## config.mk

```make
export PLATFORM = sky130hd
export DESIGN_NAME = ubit_decoder
export DESIGN_NICKNAME = d
export VERILOG_FILES = /design/src/rtl/ubit_pkg.sv /design/src/rtl/ubit_ones_counter.sv /design/src/rtl/ubit_decoder.sv
export SDC_FILE = /design/constraint.sdc
export NUM_CORES = 1
export LEC_CHECK = 0
export ABC_AREA = 1
export CAP_MARGIN = 5
export CORE_UTILIZATION = 45
export CTS_BUF_LIST = sky130_fd_sc_hd__clkbuf_4
export DETAILED_ROUTE_END_ITERATION = 7
export PLACE_DENSITY = 0.78
export SLEW_MARGIN = 20
export SYNTH_ARGS = -nofsm -noshare
export SYNTH_HDL_FRONTEND = slang
export SYNTH_SLANG_ARGS = --single-unit
```

## constraint.sdc

```tcl
create_clock -name clk -period 2.6 [get_ports clk]
set_clock_uncertainty 0.15 [all_clocks]
set_input_delay 0.26 -clock clk [delete_from_list [all_inputs] [get_ports clk]]
set_output_delay 0.26 -clock clk [all_outputs]
set_load 0.005 [all_outputs]
```

## src/rtl/ubit_pkg.sv

```systemverilog
// Shared definitions for the unary bitstream decoder: FSM state encoding,
// default stream-length counter width and the bipolar decode helper.
package ubit_pkg;

  localparam int CYCLE_W_DEF = 8;

  typedef enum logic [1:0] {
    IDLE = 2'd0,
    ACC  = 2'd1,
    DONE = 2'd2
  } state_t;

  // Bipolar value of a stream: 2*ones - (len_m1 + 1), two's complement.
  // Computed at 32 bits; callers truncate to their result width, which
  // preserves the sign for any width up to 32.
  function automatic logic [31:0] bipolar_result(input logic [31:0] ones,
                                                 input logic [31:0] len_m1);
    return (ones << 1) - (len_m1 + 32'd1);
  endfunction

endpackage

```

## src/rtl/ubit_ones_counter.sv

```systemverilog
// Enable-gated cycle and ones counters for one bitstream. A synchronous clear
// restarts both; tc flags that the current valid bit is the last one.
module ubit_ones_counter
  import ubit_pkg::*;
#(
  parameter int CYCLE_W = CYCLE_W_DEF
) (
  input  logic               clk,
  input  logic               rst,
  input  logic               clr,
  input  logic               en,
  input  logic               bit_in,
  input  logic [CYCLE_W-1:0] len_m1,
  output logic [CYCLE_W:0]   ones_next,
  output logic               tc
);

  logic [CYCLE_W-1:0] cyc;
  logic [CYCLE_W:0]   ones;

  // Ones count including the bit presented this cycle, so the final bit can
  // be folded into the result in the same cycle it is sampled.
  assign ones_next = ones + {{CYCLE_W{1'b0}}, bit_in};
  assign tc        = (cyc == len_m1);

  // Counters advance only on valid bits; clear has priority over counting.
  always_ff @(posedge clk or posedge rst) begin
    if (rst) begin
      cyc  <= {CYCLE_W{1'b0}};
      ones <= {(CYCLE_W+1){1'b0}};
    end else if (clr) begin
      cyc  <= {CYCLE_W{1'b0}};
      ones <= {(CYCLE_W+1){1'b0}};
    end else if (en) begin
      cyc  <= cyc + {{(CYCLE_W-1){1'b0}}, 1'b1};
      ones <= ones_next;
    end
  end

endmodule

```

## src/rtl/ubit_decoder.sv

```systemverilog
// Unary bitstream decoder: counts ones over a programmed stream length and
// presents the binary value on a valid/ready handshake.
// Build option: define UBIT_DECODER_BIPOLAR_EN for bipolar decode
// (2*ones - length, sign-extended); otherwise unipolar (ones, zero-extended).
module ubit_decoder
  import ubit_pkg::*;
#(
  parameter int WIDTH   = 16,
  parameter int CYCLE_W = CYCLE_W_DEF
) (
  input  logic               clk,
  input  logic               rst,
  input  logic               i_start,
  input  logic [CYCLE_W-1:0] i_len_m1,
  input  logic               i_bit_valid,
  input  logic               i_bit,
  output logic               o_start_ready,
  output logic               o_busy,
  output logic               o_valid,
  input  logic               i_ready,
  output logic [WIDTH-1:0]   o_result
);

  state_t             state;
  state_t             state_next;
  logic               start_acc;
  logic               load_result;
  logic [CYCLE_W-1:0] len_m1_q;
  logic [CYCLE_W:0]   ones_next;
  logic               tc;
  logic               cnt_en;
  logic [WIDTH-1:0]   result_next;

  assign cnt_en = (state == ACC) && i_bit_valid;

  ubit_ones_counter #(
    .CYCLE_W (CYCLE_W)
  ) u_counter (
    .clk       (clk),
    .rst       (rst),
    .clr       (start_acc),
    .en        (cnt_en),
    .bit_in    (i_bit),
    .len_m1    (len_m1_q),
    .ones_next (ones_next),
    .tc        (tc)
  );

`ifdef UBIT_DECODER_BIPOLAR_EN
  assign result_next = WIDTH'(bipolar_result(32'(ones_next), 32'(len_m1_q)));
`else
  assign result_next = WIDTH'(ones_next);
`endif

  // Both flags are decoded straight from the state register.
  assign o_busy  = (state == ACC);
  assign o_valid = (state == DONE);

  // Next-state logic; DONE with ready and start chains straight into ACC.
  always_comb begin
    state_next    = state;
    start_acc     = 1'b0;
    load_result   = 1'b0;
    o_start_ready = 1'b0;
    case (state)
      IDLE: begin
        o_start_ready = 1'b1;
        if (i_start) begin
          start_acc  = 1'b1;
          state_next = ACC;
        end else begin
          state_next = IDLE;
        end
      end
      ACC: begin
        if (i_bit_valid && tc) begin
          load_result = 1'b1;
          state_next  = DONE;
        end else begin
          state_next = ACC;
        end
      end
      DONE: begin
        o_start_ready = i_ready;
        if (i_ready && i_start) begin
          start_acc  = 1'b1;
          state_next = ACC;
        end else if (i_ready) begin
          state_next = IDLE;
        end else begin
          state_next = DONE;
        end
      end
      default: begin
        state_next = IDLE;
      end
    endcase
  end

  // State register.
  always_ff @(posedge clk or posedge rst) begin
    if (rst) begin
      state <= IDLE;
    end else begin
      state <= state_next;
    end
  end

  // Capture the stream length when a new accumulation is accepted.
  always_ff @(posedge clk or posedge rst) begin
    if (rst) begin
      len_m1_q <= {CYCLE_W{1'b0}};
    end else if (start_acc) begin
      len_m1_q <= i_len_m1;
    end
  end

  // Result register: loaded on the last valid bit, held until the next one.
  always_ff @(posedge clk or posedge rst) begin
    if (rst) begin
      o_result <= {WIDTH{1'b0}};
    end else if (load_result) begin
      o_result <= result_next;
    end
  end

endmodule

```

; ---- Word level (Yosys, flattened, before mapping)
; Cells that the tools add are included.
[totals]
regBits = 36
in_bits = 14
output_inout_bits = 19
elab_cells = 30
[classes]
add_sub_neg = 2
eq_ne = 3
muxes = 15
n_reduce_logical = 5
[op_table]
columns = operator, n
row1 = $mux W9, 2
row2 = $mux W8, 2
row3 = $add A9 B1 Y9, 1
row4 = $add A8 B1 Y8 const B, 1
row5 = $eq A8 B8 Y1, 1
row6 = $mux W2, 3
row7 = $pmux W2 S3, 1
row8 = $mux W1, 5
row9 = $pmux W1 S2, 2
row10 = $logic_and A1 B1 Y1, 3
row11 = $eq A2 B1 Y1 const B, 1
row12 = $eq A2 B2 Y1 const B, 1
row13 = $logic_not A2 Y1, 1
row14 = $reduce_bool A2 Y1, 1

; ---- Logic depth before layout (Yosys ltp)
[depth]
depth_word = 4
ltp_mapped = 10
mapped_depth_nobuf = 9

; ---- Hierarchy
; Synthesis repeated with hierarchy kept, for this count alone.
[hier_totals]
cells_unflattened = 246
area_unflattened_um2 = 1974.4
[modules_own_cells]
columns = module, n_inst, cells_each, area_each_um2, seq_area_each_um2
row1 = ubit_ones_counter, 1, 144, 1068.5, 425.4
row2 = ubit_decoder, 1, 102, 905.9, 475.5

; ---- Worst setup path after synthesis
; No wires, ideal clock.
[synth_timing]
kind = reg-to-reg
from = reg u_counter.cyc[3]
to = reg o_result[0]
setup_ns = 0.117
arrival_time_ns = 1.175
required_time_ns = 2.333
slack_ns = 1.158
stages_incl_launch_ff = 10
n_path_buf = 1
period_less_slack_ns = 1.442
path_cell_list = dfrtp_1 -> buf_6 -> nand2_1 -> nand2_1 -> nor2_4 -> nand2_2 -> nor2_8 -> nand3_4 -> nand2_1 -> nand2_1
[synth_between]
elab_chain_cells = 4
[synth_rtl]
columns = item, line_no
row1 = start: declaration, ubit_ones_counter.sv:18  ; logic [CYCLE_W-1:0] cyc;
row2 = start signal: assignment, ubit_ones_counter.sv:29  ; cyc <= {CYCLE_W{1'b0}};
row3 = start signal: assignment, ubit_ones_counter.sv:32  ; cyc <= {CYCLE_W{1'b0}};
row4 = start signal: assignment, ubit_ones_counter.sv:35  ; cyc <= cyc + {{(CYCLE_W-1){1'b0}}, 1'b1};
row5 = $eq A8 B8 Y1, ubit_ones_counter.sv:24  ; assign tc = (cyc == len_m1);
row6 = $logic_and A1 B1 Y1, ubit_decoder.sv:76  ; if (i_bit_valid && tc) begin
row7 = $mux W1, ubit_decoder.sv:76
row8 = $mux W1, ubit_decoder.sv:65  ; case (state)
row9 = end signal: assignment, ubit_decoder.sv:121  ; o_result <= {WIDTH{1'b0}};
row10 = end signal: assignment, ubit_decoder.sv:123  ; o_result <= result_next;
row11 = end: declaration, ubit_decoder.sv:21  ; output logic [WIDTH-1:0] o_result
; No other way between the ends.
; A chain may end at the register's enable or synchronous reset.

; ---- Worst setup path in the final report
[layout_timing]
from = reg state[1]
to = out o_valid
[layout_between]
elab_chain_cells = 1
[layout_rtl]
columns = item, line_no
row1 = start: declaration, ubit_decoder.sv:24  ; state_t state;
row2 = start signal: assignment, ubit_decoder.sv:105  ; state <= state_next;
row3 = $eq A2 B2 Y1, ubit_decoder.sv:57  ; assign o_valid = (state == DONE);
row4 = end: declaration, ubit_decoder.sv:19  ; output logic o_valid,
; No other way between the ends.

==> reports/metrics.yaml <==
logic_synthesis:
  synth.avg_cell_area_sq_um: 7.76
  ys_ff_latch: 36
  yosys_warnings: 0
  synth-edff-count: 0
  synth_area_leaders: "dfrtp_1 44%, nand2_1 16%, nand3_1 4.9%"
  syn_area_sq_mm: 0.00204
  synth_top_area_share: 0.441
  synth.distinct_cells: 30
  synth_flop_cell: "dfrtp_1"
  syn-instance-count: 263
  synth_top_cells_by_count: "87 x nand2_1, 36 x dfrtp_1, 24 x inv_1, 20 x nand3_1, 15 x nor2_1"
  synth_top_area_cell: "dfrtp_1"
  async_flop_share: 1.00
  yosysMostFrequentCell: "nand2_1"
  seq_area_frac_synth: 0.441
die:
  die_w_um: 69.3
  core_area_sq_mm: 0.00435
  rows: 24
  fp.dieArea_sq_mm: 0.00481
  io_pins: 33
  die_y_um: 69.3
  initial_core_util: 0.469
clock_network:
  ctsResizeCount: 0
  cts_hold_buf: 0
  clockBufferDepth: 2
  htree_levels: 2
  clk_pin_slew_worst_paths_ps: 120
  tritoncts: "built"
  cts-root-buf: "clkbuf_4"
  post_cts_buffers: 0
  cts_buffers: 5
  clock_sinks: 36
  clk_latency_ps: 340
routing:
  drtPass1Iterations: 4
  drtIter0Drc: 85
  vias: 1740
  routed_wl_um: 4120
  postRouteAntennaNets: 0
  via_per_inst: 5.04
  wl_per_cell_um: 11.9
  drc_errors: 0
setup_path:
  crit_required_ps: 2190
  crit_arrival_ps: 1610
  cp-end-kind: "output pin"
  cp-start-kind: "flip-flop"
  crit_slowest_cell: "clkdlybuf4s50_1"
  crit_fanout: 3
  path_cells: "inv_1 > nor2_1 > clkdlybuf4s50_1"
  cp_slowest_stage_delay_ps: 540
  worstSetupPathType: "flip-flop to output pin"
timing:
  post-route-period-util: 0.778
  max_freq_ghz: 0.494
  drv_slew: 0
  setup_viol: 0
  rsz0062_at_grt: "false"
  period_needed_ps: 2020
  tns_ps: 0
  hold_violations: 0
placed_design:
  post-dp-hpwl_um: 3100
  place_congestion: 0.911
  port_buffers: 25
finish:
  area_growth_pct: 16.4
  drive_gt1_frac: 0.106
  n_fill_cell: 420
  multi_input_area_sq_um: 957
  regArea_sq_um: 901
  diodes: 0
  final_nets: 309
grt:
  grt_max_degree: 37
  grt.overflow.total: 0
  grt_pass1_wl_um: 7330
  grt_pass1_vias: 1628
  antenna_found_initial: 0
  grt_usage: 0.189
run:
  cap_violations: 0
pwr:
  p_total_mw: 2.19
  ir_worst_vdd_mv: 0.319
  p_leak_nw: 1.22
  p_per_area_mw_per_mm2: 920
min_path:
  hold_class: "primary input to async pin"
run_status:
  status: "finished, final reports clean"
## final cells by class
type	instances	share of cell area
timing repair buffer	29	0.118
clock buffer	7	0.0221
clock inverter	1	0.00158
inverter	31	0.0490
sequential	36	0.379
multi-input combinational	189	0.403
tap	52	0.0274
## layout by cell type, fill, tap and decap left out, drive strengths merged
cell and count:
o211ai 1, o21ai 15, nor3b 1, clkinv 1, nand3 21, xor2 4
nor2 18, o31ai 1, buf 4, and2 2, xnor2 5, inv 31
clkbuf 7, nand4 13, conb 7, nor3 4, nand2 92, clkdlybuf4s50 25
ha 3, dfrtp 36, a21oi 2
## cells by family (layout without fill, tap and decap cells)
family / count (synthesis) / after routing / share of synthesized area
adders and majority gates: 3 / 3 / 0.0184
DFF: 36 / 36 / 0.441
and+or+nand+nor: 151 / 151 / 0.346
AOI/OAI and AO/OA: 19 / 19 / 0.0533
other: 1 / 7 / 0.00184
buffers and inverters: 44 / 68 / 0.101
xor gates and xnor gates: 9 / 9 / 0.0386
## sequential cells by signal, summed over array words and instances (netlist names)
signal	flops
o_result	9
u_counter.ones	9
len_m1_q	8
u_counter.cyc	8
state	2
## critical path: cells and delay by family (launching register included)
family | cells | cell delay, ps
DFF | 1 | 460
buffers and inverters | 2 | 630
and+or+nand+nor | 1 | 190
## routing by layer
metal	wire length, um	track usage
met2	1820	0.272
met3	265	0.0363
met5	0	0
met1	1960	0.280
met4	75	0.0726
## power by group
part	leakage, nW	internal, mW	total, mW	switching, mW
registers	0.475	0.743	0.919	0.176
clock network	0.0338	0.125	0.311	0.186
logic	0.707	0.400	0.955	0.555
## worst paths after layout
kind | depth (start not counted) | from | slack [ps] | end
worst max-delay path | 3 | state[1]$_DFF_PP0_ | 580 | o_valid
worst min-delay path | 3 | rst | 160 | len_m1_q[4]$_DFFE_PP0P_
worst max register to register | 6 | state[1]$_DFF_PP0_ | 910 | u_counter.ones[2]$_DFFE_PP0P_
worst min register to register | 2 | o_result[7]$_DFFE_PP0P_ | 330 | o_result[7]$_DFFE_PP0P_
max in group asynchronous | 3 | rst | 1810 | u_counter.cyc[6]$_DFFE_PP0P_
min in group clk | 3 | i_len_m1[6] | 310 | len_m1_q[6]$_DFFE_PP0P_
## metrics by stage
step	worst slack, ps	hold WS, ps	area [sq um]	cells	utilization
after floorplan	1160	220	2060	269	-
after global placement	649	305	2320	337	0.533
after detailed placement	640	309	2320	337	0.533
after CTS	562	167	2380	345	0.546
after global routing	508	230	2380	345	0.546
final	576	155	2380	345	0.546
(Power assumes the default switching activity.)
